## src/rtl/epl_accumulator.sv

```systemverilog
// rtl/epl_accumulator.sv - early/prompt/late I/Q correlator with epoch-aligned dump
//
// Multiplies carrier-wiped I/Q samples by the early, prompt and late code bits
// and integrates the six products over INT_PERIODS code periods. The sums are
// dumped at each integration boundary, which is marked by an enabled epoch.
//
// Ports:
//   clk, reset            clock, synchronous active-high reset
//   enable                sample valid, one accumulation per enabled cycle
//   sample_i, sample_q    signed baseband samples (SAMPLE_WIDTH bits)
//   code_early/prompt/late code bits, 1 = +1, 0 = -1
//   epoch                 first sample of a new code period (qualified by enable)
//   clear                 drop the partial integration and return to unprimed
//   i_*/q_*               dumped signed sums (ACC_WIDTH bits), held between dumps
//   dump_valid            one-cycle strobe when the sums above were updated
//   dump_saturated        an accumulator clamped during the dumped interval
module epl_accumulator #(
    parameter int SAMPLE_WIDTH = 3,
    parameter int ACC_WIDTH    = 19,
    parameter int INT_PERIODS  = 1
) (
    input  logic                          clk,
    input  logic                          reset,
    input  logic                          enable,
    input  logic signed [SAMPLE_WIDTH-1:0] sample_i,
    input  logic signed [SAMPLE_WIDTH-1:0] sample_q,
    input  logic                          code_early,
    input  logic                          code_prompt,
    input  logic                          code_late,
    input  logic                          epoch,
    input  logic                          clear,
    output logic signed [ACC_WIDTH-1:0]    i_early,
    output logic signed [ACC_WIDTH-1:0]    q_early,
    output logic signed [ACC_WIDTH-1:0]    i_prompt,
    output logic signed [ACC_WIDTH-1:0]    q_prompt,
    output logic signed [ACC_WIDTH-1:0]    i_late,
    output logic signed [ACC_WIDTH-1:0]    q_late,
    output logic                          dump_valid,
    output logic                          dump_saturated
);

    // Products carry one extra bit so that negating the most negative sample is exact.
    localparam int PW = SAMPLE_WIDTH + 1;

    // Symmetric clamp limits, expressed one bit wider than the accumulators.
    localparam logic signed [ACC_WIDTH:0] SAT_MAX = {2'b00, {(ACC_WIDTH-1){1'b1}}};
    localparam logic signed [ACC_WIDTH:0] SAT_MIN = {2'b11, {(ACC_WIDTH-2){1'b0}}, 1'b1};
    localparam logic [7:0]                LAST_EPOCH = 8'(INT_PERIODS - 1);

    typedef enum logic {
        ST_UNPRIMED    = 1'b0,
        ST_INTEGRATING = 1'b1
    } state_t;

    // Channel order in all arrays: ie, qe, ip, qp, il, ql.
    state_t                      state_q, state_d;
    logic [7:0]                  cnt_q, cnt_d;
    logic                        sat_q, sat_d;
    logic                        dump_valid_q, dump_valid_d;
    logic                        dump_sat_q, dump_sat_d;
    logic signed [ACC_WIDTH-1:0] acc_q [6];
    logic signed [ACC_WIDTH-1:0] acc_d [6];
    logic signed [ACC_WIDTH-1:0] out_q [6];
    logic signed [ACC_WIDTH-1:0] out_d [6];

    logic signed [PW-1:0]        ext_i, ext_q;
    logic [2:0]                  code;
    logic signed [PW-1:0]        prod     [6];
    logic signed [ACC_WIDTH-1:0] prod_ext [6];
    logic signed [ACC_WIDTH:0]   sum      [6];
    logic signed [ACC_WIDTH-1:0] sum_sat  [6];
    logic [5:0]                  sat_hit;

    always_comb begin
        ext_i = {sample_i[SAMPLE_WIDTH-1], sample_i};
        ext_q = {sample_q[SAMPLE_WIDTH-1], sample_q};
        code  = {code_late, code_prompt, code_early};
        for (int k = 0; k < 3; k++) begin
            prod[2*k]   = code[k] ? ext_i : -ext_i;
            prod[2*k+1] = code[k] ? ext_q : -ext_q;
        end
    end

    // Saturating add: the sum is formed one bit wider so overflow is visible.
    always_comb begin
        for (int k = 0; k < 6; k++) begin
            prod_ext[k] = {{(ACC_WIDTH-PW){prod[k][PW-1]}}, prod[k]};
            sum[k]      = {acc_q[k][ACC_WIDTH-1], acc_q[k]}
                        + {prod_ext[k][ACC_WIDTH-1], prod_ext[k]};
            sat_hit[k]  = 1'b0;
            sum_sat[k]  = sum[k][ACC_WIDTH-1:0];
            if (sum[k] > SAT_MAX) begin
                sum_sat[k] = SAT_MAX[ACC_WIDTH-1:0];
                sat_hit[k] = 1'b1;
            end else if (sum[k] < SAT_MIN) begin
                sum_sat[k] = SAT_MIN[ACC_WIDTH-1:0];
                sat_hit[k] = 1'b1;
            end
        end
    end

    always_comb begin
        state_d      = state_q;
        cnt_d        = cnt_q;
        sat_d        = sat_q;
        dump_valid_d = 1'b0;
        dump_sat_d   = dump_sat_q;
        acc_d        = acc_q;
        out_d        = out_q;

        if (clear) begin
            state_d = ST_UNPRIMED;
            cnt_d   = '0;
            sat_d   = 1'b0;
            for (int k = 0; k < 6; k++) acc_d[k] = '0;
        end else if (enable) begin
            case (state_q)
                ST_UNPRIMED: begin
                    // Samples before the first epoch are discarded.
                    if (epoch) begin
                        state_d = ST_INTEGRATING;
                        cnt_d   = '0;
                        sat_d   = 1'b0;
                        acc_d   = prod_ext;
                    end
                end
                default: begin
                    if (epoch && cnt_q == LAST_EPOCH) begin
                        // The epoch sample opens the next interval, not this one.
                        out_d        = acc_q;
                        dump_sat_d   = sat_q;
                        dump_valid_d = 1'b1;
                        acc_d        = prod_ext;
                        cnt_d        = '0;
                        sat_d        = 1'b0;
                    end else begin
                        acc_d = sum_sat;
                        sat_d = sat_q | (|sat_hit);
                        if (epoch) cnt_d = cnt_q + 8'd1;
                    end
                end
            endcase
        end
    end

    always_ff @(posedge clk) begin
        if (reset) begin
            state_q      <= ST_UNPRIMED;
            cnt_q        <= '0;
            sat_q        <= 1'b0;
            dump_valid_q <= 1'b0;
            dump_sat_q   <= 1'b0;
            for (int k = 0; k < 6; k++) begin
                acc_q[k] <= '0;
                out_q[k] <= '0;
            end
        end else begin
            state_q      <= state_d;
            cnt_q        <= cnt_d;
            sat_q        <= sat_d;
            dump_valid_q <= dump_valid_d;
            dump_sat_q   <= dump_sat_d;
            acc_q        <= acc_d;
            out_q        <= out_d;
        end
    end

    assign i_early        = out_q[0];
    assign q_early        = out_q[1];
    assign i_prompt       = out_q[2];
    assign q_prompt       = out_q[3];
    assign i_late         = out_q[4];
    assign q_late         = out_q[5];
    assign dump_valid     = dump_valid_q;
    assign dump_saturated = dump_sat_q;

endmodule

```

## config.mk

```make
export PLATFORM = sky130hd
export DESIGN_NAME = epl_accumulator
export DESIGN_NICKNAME = d
export VERILOG_FILES = /design/src/rtl/epl_accumulator.sv
export SDC_FILE = /design/constraint.sdc
export NUM_CORES = 1
export LEC_CHECK = 0
export ABC_AREA = 1
export BUFFER_PORTS_ARGS = -buffer_cell sky130_fd_sc_hd__buf_2
export CAP_MARGIN = 10
export CELL_PAD_IN_SITES_DETAIL_PLACEMENT = 1
export CELL_PAD_IN_SITES_GLOBAL_PLACEMENT = 2
export CORE_ASPECT_RATIO = 0.5
export CORE_UTILIZATION = 31
export CTS_BUF_LIST = sky130_fd_sc_hd__clkbuf_2
export CTS_CLUSTER_SIZE = 14
export DETAILED_ROUTE_END_ITERATION = 10
export PLACE_DENSITY = 0.81
export SLEW_MARGIN = 20
export SYNTH_ARGS = -nofsm -noshare
export SYNTH_HDL_FRONTEND = slang
export SYNTH_SLANG_ARGS = --single-unit
```

## constraint.sdc

```tcl
create_clock -name clk -period 3.29 [get_ports clk]
set_input_delay 0.329 -clock clk [delete_from_list [all_inputs] [get_ports clk]]
set_output_delay 0.329 -clock clk [all_outputs]
set_load 0.01 [all_outputs]
```

# Yosys cells after proc, flatten, opt, wreduce, memory -nomap -nowiden
# Index checks and enable logic that the tools add are counted.
totals:
  output_inout_bits: 116
  elab_cells: 95
  register_bits: 240
  ram_bits: 0
  latchBits: 0
  mem_bits_ro: 0
  mem_count: 0
op_classes:
  add_sub_neg: 9
  mux: 43
  div: 0
  n_reduce_logical: 10
  n_lt_le_gt_ge: 12
  bitwise_logic: 4
  mul: 0
  shifts: 0
  n_eq_ne: 0
op_table:
  columns: ["cell", "count"]
  rows:
  - ["2-to-1 mux 114 bit", 3]
  - ["2-to-1 mux 19 bit", 12]
  - ["adder 19 x 4 -> 20 bit", 6]
  - ["> comparator 20 x 19 -> 1 bit (second input constant)", 6]
  - ["< comparator 20 x 19 -> 1 bit (second input constant)", 6]
  - ["2-to-1 mux 8 bit", 4]
  - ["2-to-1 mux 4 bit", 6]
  - ["2-to-1 mux 1 bit", 18]
  - ["adder 8 x 1 -> 8 bit (second input constant)", 1]
  - ["logical NOT 8 bit", 1]
  - ["negation 3 -> 4 bit", 2]
  - ["OR reduction 6 bit", 1]
  - ["AND reduction 4 bit", 1]
  - ["nonzero test 2 bit", 2]
  - ["OR reduction 4 bit", 1]
  - ["inverter 1 bit", 3]
  - ["AND reduction 3 bit", 1]
  - ["AND reduction 2 bit", 1]
  - ["OR reduction 2 bit", 1]
  - ["logical AND 1 bit", 1]
  - ["OR 1 bit", 1]

# Logic depth before layout (Yosys ltp)
# Gate-level depths: netlist of run 1.
depth:
  depth_word: 10
  ltp_mapped: 26

# Worst setup path after synthesis of run 1
# Ideal clock, no wire load.
synth_path:
  path_type: "input-to-reg"
  start: "in sample_q[0]"
  end: "reg acc_q[93] (netlist bit)"
  path_slack_ps: -131
  required_ps: 3158
  path_stages: 18
  path_buffers: 1
  arrival_ps: 3289
  setup_ps: 132
  path_cell_list: "inv_1 a21oi_1 inv_1 a21oi_1 ha_1 nand2_1 inv_1 a21oi_1 nand2_1 nand3_1 nand2_1 a21oi_1 xor2_1 nand2b_1 nand2_1 buf_2 o211ai_1 a21oi_1"
synth_via:
  elab_chain_cells: 8
  elab_cells_between_ends: 10
  classes_between: "add/sub: 2; order compare: 2; mux: 6"
synth_rtl:
  columns: ["item", "line_no", "source"]
  rows:
  - ["start: declaration", "26", "input logic signed [SAMPLE_WIDTH-1:0] sample_q,"]
  - ["negation 3 -> 4 bit", "80", "prod[2*k+1] = code[k] ? ext_q : -ext_q;"]
  - ["2-to-1 mux 4 bit (*)", "80", null]
  - ["adder 19 x 4 -> 20 bit", "89", "+ {prod_ext[k][ACC_WIDTH-1], prod_ext[k]};"]
  - ["< comparator 20 x 19 -> 1 bit", "95", "end else if (sum[k] < SAT_MIN) begin"]
  - ["2-to-1 mux 19 bit", "95", null]
  - ["2-to-1 mux 19 bit", "92", "if (sum[k] > SAT_MAX) begin"]
  - ["2-to-1 mux 114 bit", "128", "if (epoch && cnt_q == LAST_EPOCH) begin"]
  - ["2-to-1 mux 114 bit (*)", "117", "case (state_q)"]
  - ["end signal: indexed assignment", "154", "acc_q[k] <= '0;"]
  - ["end signal: assignment", "163", "acc_q <= acc_d;"]
  - ["end: declaration", "61", "logic signed [ACC_WIDTH-1:0] acc_q [6];"]
# Mark *: on every way between the ends. The rest lies on a longest branch, timed or not. The select of a mux whose other input is x is not followed.
# A chain may end at the register's enable or synchronous reset.

# Final worst setup path of run 1
layout_path:
  start: "in sample_q[1]"
  end: "reg sat_q"
layout_via:
  elab_chain_cells: 10
  elab_cells_between_ends: 23
  classes_between: "add/sub: 4; order compare: 6; mux: 11; bitwise: 1; reduce/logical: 1"
layout_rtl:
  columns: ["item", "line_no", "source"]
  rows:
  - ["negation 3 -> 4 bit", "80", null]
  - ["2-to-1 mux 4 bit", "80", null]
  - ["adder 19 x 4 -> 20 bit", "89", null]
  - ["< comparator 20 x 19 -> 1 bit", "95", null]
  - ["2-to-1 mux 1 bit", "95", null]
  - ["2-to-1 mux 1 bit", "92", null]
  - ["OR reduction 6 bit (*)", "138", "sat_d = sat_q | (|sat_hit);"]
  - ["OR 1 bit (*)", "138", null]
  - ["2-to-1 mux 1 bit (*)", "128", null]
  - ["2-to-1 mux 1 bit (*)", "117", null]
  - ["end signal: assignment", "160", "sat_q <= sat_d;"]
  - ["end: declaration", "58", "logic sat_q, sat_d;"]
# Mark *: on every way between the ends. The rest lies on a longest branch, timed or not.

==> flow_metrics.env, run 1 <==
export IMPL_status="finished with violations"
export IMPL_violations="DRC"
export IMPL_rr_endpoint="acc_q[9]$_SDFFE_PP0P_"
export IMPL_drtPass1Iterations=8
export IMPL_layout_drive_gt1_share_pct=21.12
export IMPL_p_comb_share_pct=33.7
export IMPL_fin_skew_ps=94.51
export IMPL_synth_cell_types=50
export IMPL_drtIter0Drc=841
export IMPL_routed_wl_um=65430
export IMPL_ctsHtreeMaxLevel=3
export IMPL_min_period_over_period_pct=97.98
export IMPL_vias=19750
export IMPL_antenna_found_initial=2
export IMPL_clock_fmax_mhz=310.2
export IMPL_clkTransAtPathRegs_ps=110
export IMPL_synthTopCellsByArea="dfxtp_1, nand2_1, ha_1, nor2_1, a21oi_1"
export IMPL_relSlewSlack_pct=22.68
export IMPL_core_um2=53900
export IMPL_async_reset_ff_share_pct=0
export IMPL_pre_cts_slack_ps=-560.5
export IMPL_maxSlewViolCount=0
export IMPL_grt_pass1_vias=20260
export IMPL_hold_worst_slack_ps=26.35
export IMPL_rrSetupSlack_ps=250
export IMPL_numClockSinks=240
export IMPL_cts_buffer_depth=3
export IMPL_cp_arrival_ps=4140
export IMPL_vias_per_cell=4.953
export IMPL_finish_utilization_pct=40.99
export IMPL_cap_viol_max_count=0
export IMPL_netlist_area_um2=16960
export IMPL_route_detailed_drc=1
export IMPL_yosysWarnings=0
export IMPL_finalWorstSetupSlack_ps=66.31
export IMPL_initial_utilization_pct=31.46
export IMPL_cts_root_buf="clkbuf_2"
export IMPL_ys_ff_latch=240
export IMPL_p_int_uw=5144
export IMPL_use_met1_pct=30.58
export IMPL_reg2reg_from="acc_q[0]$_SDFFE_PP0P_"
export IMPL_pwr_share_clk_pct=30.0
export IMPL_rows=60
export IMPL_crit_start="sample_q[1]"
export IMPL_wl_per_cell_um=16.41
export IMPL_p_sw_uw=3208
export IMPL_grt_first_pass_wirelength_um=105500
export IMPL_yosysMostFrequentCell="nand2_1"
export IMPL_yosysTopAreaCellShare_pct=28.33
export IMPL_switching_share_pct=38.41
export IMPL_worst_pin_slew_ps=1160
export IMPL_clk_latency_ps=1060
export IMPL_p_seq_share_pct=36.3
export IMPL_num_io_pins=130
export IMPL_synth_top_cell_by_area="dfxtp_1"
export IMPL_port_buffers=129
export IMPL_syn_area_per_cell_um2=6.226
export IMPL_cp_required_ps=4200
export IMPL_ys_seq_area_share_pct=28.33
export IMPL_grt_use_met2_pct=39.18
export IMPL_reg2reg_depth=20
export IMPL_postSynthCellCount=2724
export IMPL_die_area_um2=55710
export IMPL_endpoint="sat_q$_SDFFE_PP0P_"
export IMPL_overflow=0
export IMPL_rsz0062_at_grt="yes"
export IMPL_track_usage_pct=23.31
export IMPL_grt_max_degree=127
export IMPL_yosys_top_cells_count="nand2_1, nor2_1, inv_1"
export IMPL_die_h_um=167.4
export IMPL_syn2layout_area_growth_pct=30.27
export IMPL_worstSetupPathType="in2reg"
export IMPL_post_dp_hpwl_um=49590
export IMPL_synth_edf_count=0
export IMPL_p_leak_uw=0.01154
export IMPL_hold_violations=0
export IMPL_min_path_type="in2reg"
export IMPL_grt_use_met3_pct=4.053
export IMPL_setup_worst_path_start_class="input pin"
export IMPL_cts_made_buffers=67
export IMPL_finalWeightedCongestion=0.8910
export IMPL_antenna_left=0
export IMPL_path_max_fanout=4
export IMPL_ir_worst_vdd_mv=0.2079
export IMPL_die_w_um=332.8
export IMPL_cts_tree="yes"
export IMPL_nets=3366
export IMPL_grt_busiest_layer="met2"
export IMPL_cellPowerDensity_nw_per_um2=378.0
export IMPL_setup_viol=0
export IMPL_synth_nets=2865
export IMPL_synth_top_flop_cell="dfxtp_1"
export IMPL_cp_end_kind="flip-flop"
export IMPL_finalCriticalPeriod_ps=3224
-- layout make-up --
cell class                      instances  area [um2]
Clock inverter                         30       210.2
Antenna cell                            2       5.005
Sequential cell                       240        4805
Clock buffer                           86       430.4
Timing Repair Buffer                  525        3785
Fill cell                            7305       31810
Multi-Input combinational cell       2115       10920
Inverter                              276        1049
Tap cell                              713       892.1
-- worst max-delay path: stages --
cell and delay (ps):
dlygate4sd3_1 570, buf_2 130, inv_1 50, ha_1 270, inv_1 70, o21ai_0 170, buf_4 170, inv_1 60
fa_1 400, inv_1 80, nand4_1 160, nand2_1 190, nand2_1 120, nand2_1 120, a21oi_1 90, xor2_1 250
nand2_1 150, nand2_1 160, nand2_2 90, nor2_1 90, buf_4 130, nand2_1 60, o21bai_1 140, a21oi_1 80
-- metal layers --
| layer | wire length, um | share of wire [%] | up-vias |
|---|---|---|---|
| met2 | 29700 | 45 | 280 |
| met5 | 0 | 0 | - |
| met4 | 1552 | 2.4 | 0 |
| met3 | 2411 | 3.7 | 107 |
| li1 | - | - | 9994 |
| met1 | 31760 | 49 | 9366 |
-- how the worst min path moves through the flow --
stage               depth (start not counted)  slack, ps                        end                 startpoint
detailed placement                          2        480  q_prompt[18]$_SDFFE_PP0P_  q_prompt[18]$_SDFFE_PP0P_
floorplan                                   2        440         sat_q$_SDFFE_PP0P_         sat_q$_SDFFE_PP0P_
global route                                8         10     acc_q[20]$_SDFFE_PP0P_                sample_i[1]
finish                                      8         30     acc_q[20]$_SDFFE_PP0P_                sample_i[1]
global placement                            2        480      cnt_q[0]$_SDFFE_PP0P_      cnt_q[0]$_SDFFE_PP0P_
CTS                                         8          6     acc_q[96]$_SDFFE_PP0P_                sample_i[1]
-- timing repair --
item,CTS,global route
hold buffers,15,0
setup endpoints to repair,0,105
endpoints found under the hold margin,150,0
buffers inserted,0,2
gates resized for setup,0,46
-- power groups by stage --
stage	sequential, uW	clock (uW)	combinational, uW
3_3_place_gp	3100	0	2670
6_report	3030	2500	2820
2_1_floorplan	3080	0	1460
5_1_grt	3040	2760	3120
3_5_place_dp	3100	0	2740
4_1_cts	3030	2610	2780
-- cell usage in the layout, fill, tap and decap left out, types with 4 or more instances in the layout --
cell type	Yosys	routed
xor2_2	2	5
inv_2	18	19
o21ai_1	28	31
xnor2_1	13	12
clkbuf_2	0	86
clkinv_2	0	6
o21ai_2	2	4
nor2_1	373	369
fa_1	6	6
xor2_1	17	14
and2_1	10	10
ha_1	121	120
a211oi_1	14	14
inv_1	253	252
nor3_1	121	120
nand2_2	5	11
o21bai_1	22	21
o21ai_0	128	123
buf_4	0	370
dfxtp_1	240	240
inv_4	1	5
a21oi_2	3	15
buf_12	0	10
nand2_1	731	723
a221oi_1	5	5
nand3_1	156	152
nand3b_1	31	31
nand4_1	41	41
nor2_4	2	4
nor3b_1	4	4
nand3_2	0	4
o31ai_1	4	4
dlygate4sd3_1	0	15
a21oi_1	237	223
o211ai_1	8	8
clkinv_1	4	18
buf_2	11	129
-- through the flow --
stage | total power [uW] | cell area, um2 | instances | setup TNS (ps)
detailed placement | 5843 | 21110 | 3851 | -39370
floorplan | 4540 | 16970 | 2724 | -491.4
CTS | 8423 | 21900 | 3982 | 0
global route | 8925 | 22090 | 3987 | -178.5
finish | 8352 | 22090 | 3987 | 0
global placement | 5770 | 21110 | 3851 | -29540
-- registers in the layout, summed over array words and instances, names as in the netlist, 8 cells and up --
register / cells
i_early: 19
acc_q: 114
q_prompt: 19
i_late: 19
cnt_q: 8
q_early: 19
q_late: 19
i_prompt: 19
-- cells by family (layout without fill, tap and decap cells) --
family                   after synthesis  in the layout  synth area share [%]
AND/OR/NAND/NOR                     1489           1489                 36.94
flip-flops                           240            240                 28.33
AO/OA/AOI/OAI                        467            467                 14.96
XOR/XNOR                              32             32                 1.741
other                                  0              2                     0
buffers and inverters                369            917                 8.395
adder cells (fa/ha/maj)              127            127                 9.635
No activity file was read; power rests on OpenSTA's default activity.
==> inputs of run 2 (changes only) <==
- clock period: 3.29 -> 2.9 ns (I/O delays scaled with it)
==> run 2 against run 1 <==
  * The run now ends clean
  * Worst setup slack improved by 17 ps
  * Non-clock buffer count increased by 72
  * Wire length decreased by 1.2%
  * Final area increased by 5.9%
  * First-iteration DRC count decreased by 7.6%
  * Largest cell class unchanged
  * Combinational power increased by 25%
==> flow_metrics.env, run 2 (synthesis results as in run 1) <==
export IMPL_status="finished clean"
export IMPL_dp_cells=3914
export IMPL_pwr_share_clk_pct=27.3
export IMPL_finish_utilization_pct=43.40
export IMPL_min_path_type="in2reg"
export IMPL_numClockSinks=240
export IMPL_clkTransAtPathRegs_ps=130
export IMPL_overflow=0
export IMPL_hold_violations=0
export IMPL_cap_viol_max_count=0
export IMPL_most_common_layout_cells="nand2_1, buf_4, nor2_1"
export IMPL_setup_viol=0
export IMPL_initial_utilization_pct=31.46
export IMPL_vias=19920
export IMPL_setup_worst_path_start_class="input pin"
export IMPL_grt_pass1_vias=20370
export IMPL_rsz0062_at_grt="yes"
export IMPL_post_dp_hpwl_um=48860
export IMPL_finalCriticalPeriod_ps=2816
export IMPL_maxSlewViolCount=0
export IMPL_min_period_over_period_pct=97.12
export IMPL_cellPowerDensity_nw_per_um2=409.3
export IMPL_stdcell_area_um2=23390
export IMPL_worstSetupPathType="in2reg"
export IMPL_core_um2=53900
export IMPL_min_from="sample_i[2]"
export IMPL_rows=60
export IMPL_track_usage_pct=22.52
export IMPL_cp_required_ps=3780
export IMPL_placed_area_um2=21730
export IMPL_routed_wl_um=64630
export IMPL_finalSetupTns_ps=0
export IMPL_wl_per_cell_um=15.93
export IMPL_p_sw_uw=3612
export IMPL_die_area_um2=55710
export IMPL_clk_latency_ps=1030
export IMPL_die_h_um=167.4
export IMPL_relSlewSlack_pct=39.41
export IMPL_drtIter0Drc=777
export IMPL_hold_depth=6
export IMPL_p_seq_share_pct=36.0
export IMPL_port_buffers=129
export IMPL_cts_tree="yes"
export IMPL_grt_max_degree=127
export IMPL_grt_first_pass_wirelength_um=103300
export IMPL_mostFrequentLayoutCell="nand2_1"
export IMPL_min_to="acc_q[97]$_SDFFE_PP0P_"
export IMPL_cts_made_buffers=66
export IMPL_rr_endpoint="acc_q[21]$_SDFFE_PP0P_"
export IMPL_worst_pin_slew_ps=908.8
export IMPL_drtPass1Iterations=5
export IMPL_die_w_um=332.8
export IMPL_p_comb_share_pct=36.7
export IMPL_reg2reg_depth=20
export IMPL_fin_cells=4058
export IMPL_fin_skew_ps=114.9
export IMPL_cts_buffer_depth=3
export IMPL_ir_worst_vdd_mv=0.1911
export IMPL_largest_register="acc_q"
export IMPL_route_detailed_drc=0
export IMPL_syn2layout_area_growth_pct=37.93
export IMPL_largest_reg_flops=114
export IMPL_antenna_found_initial=1
export IMPL_reg2reg_from="acc_q[19]$_SDFFE_PP0P_"
export IMPL_finalWeightedCongestion=0.8773
export IMPL_antenna_left=0
export IMPL_num_io_pins=130
export IMPL_p_leak_uw=0.01198
export IMPL_switching_share_pct=37.72
export IMPL_rrSetupSlack_ps=120
export IMPL_nets=3437
export IMPL_cp_end_kind="flip-flop"
export IMPL_layout_drive_gt1_share_pct=27.01
export IMPL_path_max_fanout=9
export IMPL_vias_per_cell=4.908
export IMPL_cp_arrival_ps=3690
export IMPL_p_int_uw=5964
export IMPL_ctsHtreeMaxLevel=3
export IMPL_cts_root_buf="clkbuf_2"
export IMPL_clock_fmax_mhz=355.1
[run 2: power by group through the flow]
stage / Sequential [uW] / Combinational [uW] / Clock [uW]
floorplan: 3500 / 1660 / 0
global route: 3460 / 3870 / 2870
global placement: 3520 / 3150 / 0
finish: 3440 / 3520 / 2620
detailed placement: 3520 / 3220 / 0
CTS: 3440 / 3280 / 2730
[run 2: how the worst max path moves through the flow]
stage / start / to / slack (ps) / cells past startpoint
2_1_floorplan: sample_q[0] / acc_q[93]$_SDFFE_PP0P_ / -50 / 18
3_3_place_gp: sample_q[0] / acc_q[9]$_SDFFE_PP0P_ / -750 / 24
3_5_place_dp: sample_i[0] / sat_q$_SDFFE_PP0P_ / -790 / 24
4_1_cts: acc_q[0]$_SDFFE_PP0P_ / acc_q[3]$_SDFFE_PP0P_ / 1 / 20
5_1_grt: acc_q[83]$_SDFFE_PP0P_ / acc_q[83]$_SDFFE_PP0P_ / -80 / 22
6_report: code_late / acc_q[21]$_SDFFE_PP0P_ / 80 / 23
[run 2: timing repair]
item | 4_1_cts | 5_1_grt
endpoints found under the setup margin | 23 | 108
setup buffers | 3 | 8
cloned | 0 | 3
pin swaps | 1 | 44
resized for setup | 9 | 195
endpoints found under the hold margin | 166 | 0
hold buffers | 14 | 0
[run 2: area by class of cell]
cell class / instances / area, um2
Antenna cell: 6 / 15.01
Clock buffer: 88 / 440.4
Clock inverter: 23 / 146.4
Fill cell: 7134 / 30510
Inverter: 276 / 1049
Multi-Input combinational cell: 2115 / 11540
Sequential cell: 240 / 4821
Tap cell: 713 / 892.1
Timing Repair Buffer: 597 / 4493
[run 2: critical path, cell delays in order]
cell	delay [ps]
buf_2	120
dlygate4sd3_1	630
buf_4	170
o21ai_0	270
inv_1	130
fa_2	390
inv_1	80
nand3_1	80
nand2_2	100
buf_4	120
xnor2_2	120
nand3_1	90
nor2_1	120
nand3_1	100
nor2_2	120
nand4_1	120
nand2_1	100
nand2_2	100
clkbuf_16	190
nand2_1	60
nand3_1	70
nand2_1	70
a21oi_1	50
[run 2: per-stage QoR]
stage / hold WS (ps) / power (uW) / setup slack (ps)
after detailed placement: 482.6 / 6737 / -791.0
after global placement: 473.5 / 6661 / -750.4
after global routing: 39.02 / 10200 / -76.31
after CTS: 7.747 / 9452 / 1.331
after floorplan: 436.3 / 5162 / -48.28
final: 43.92 / 9576 / 83.60
[run 2: metal layers]
| metal | routed length, um | up-vias | track usage (%) |
|---|---|---|---|
| met5 | 0 | - | 0 |
| met4 | 1632 | 0 | 7.473 |
| met2 | 30540 | 230 | 38.38 |
| met1 | 30670 | 9457 | 29.06 |
| met3 | 1788 | 113 | 3.416 |
| li1 | - | 10120 | - |
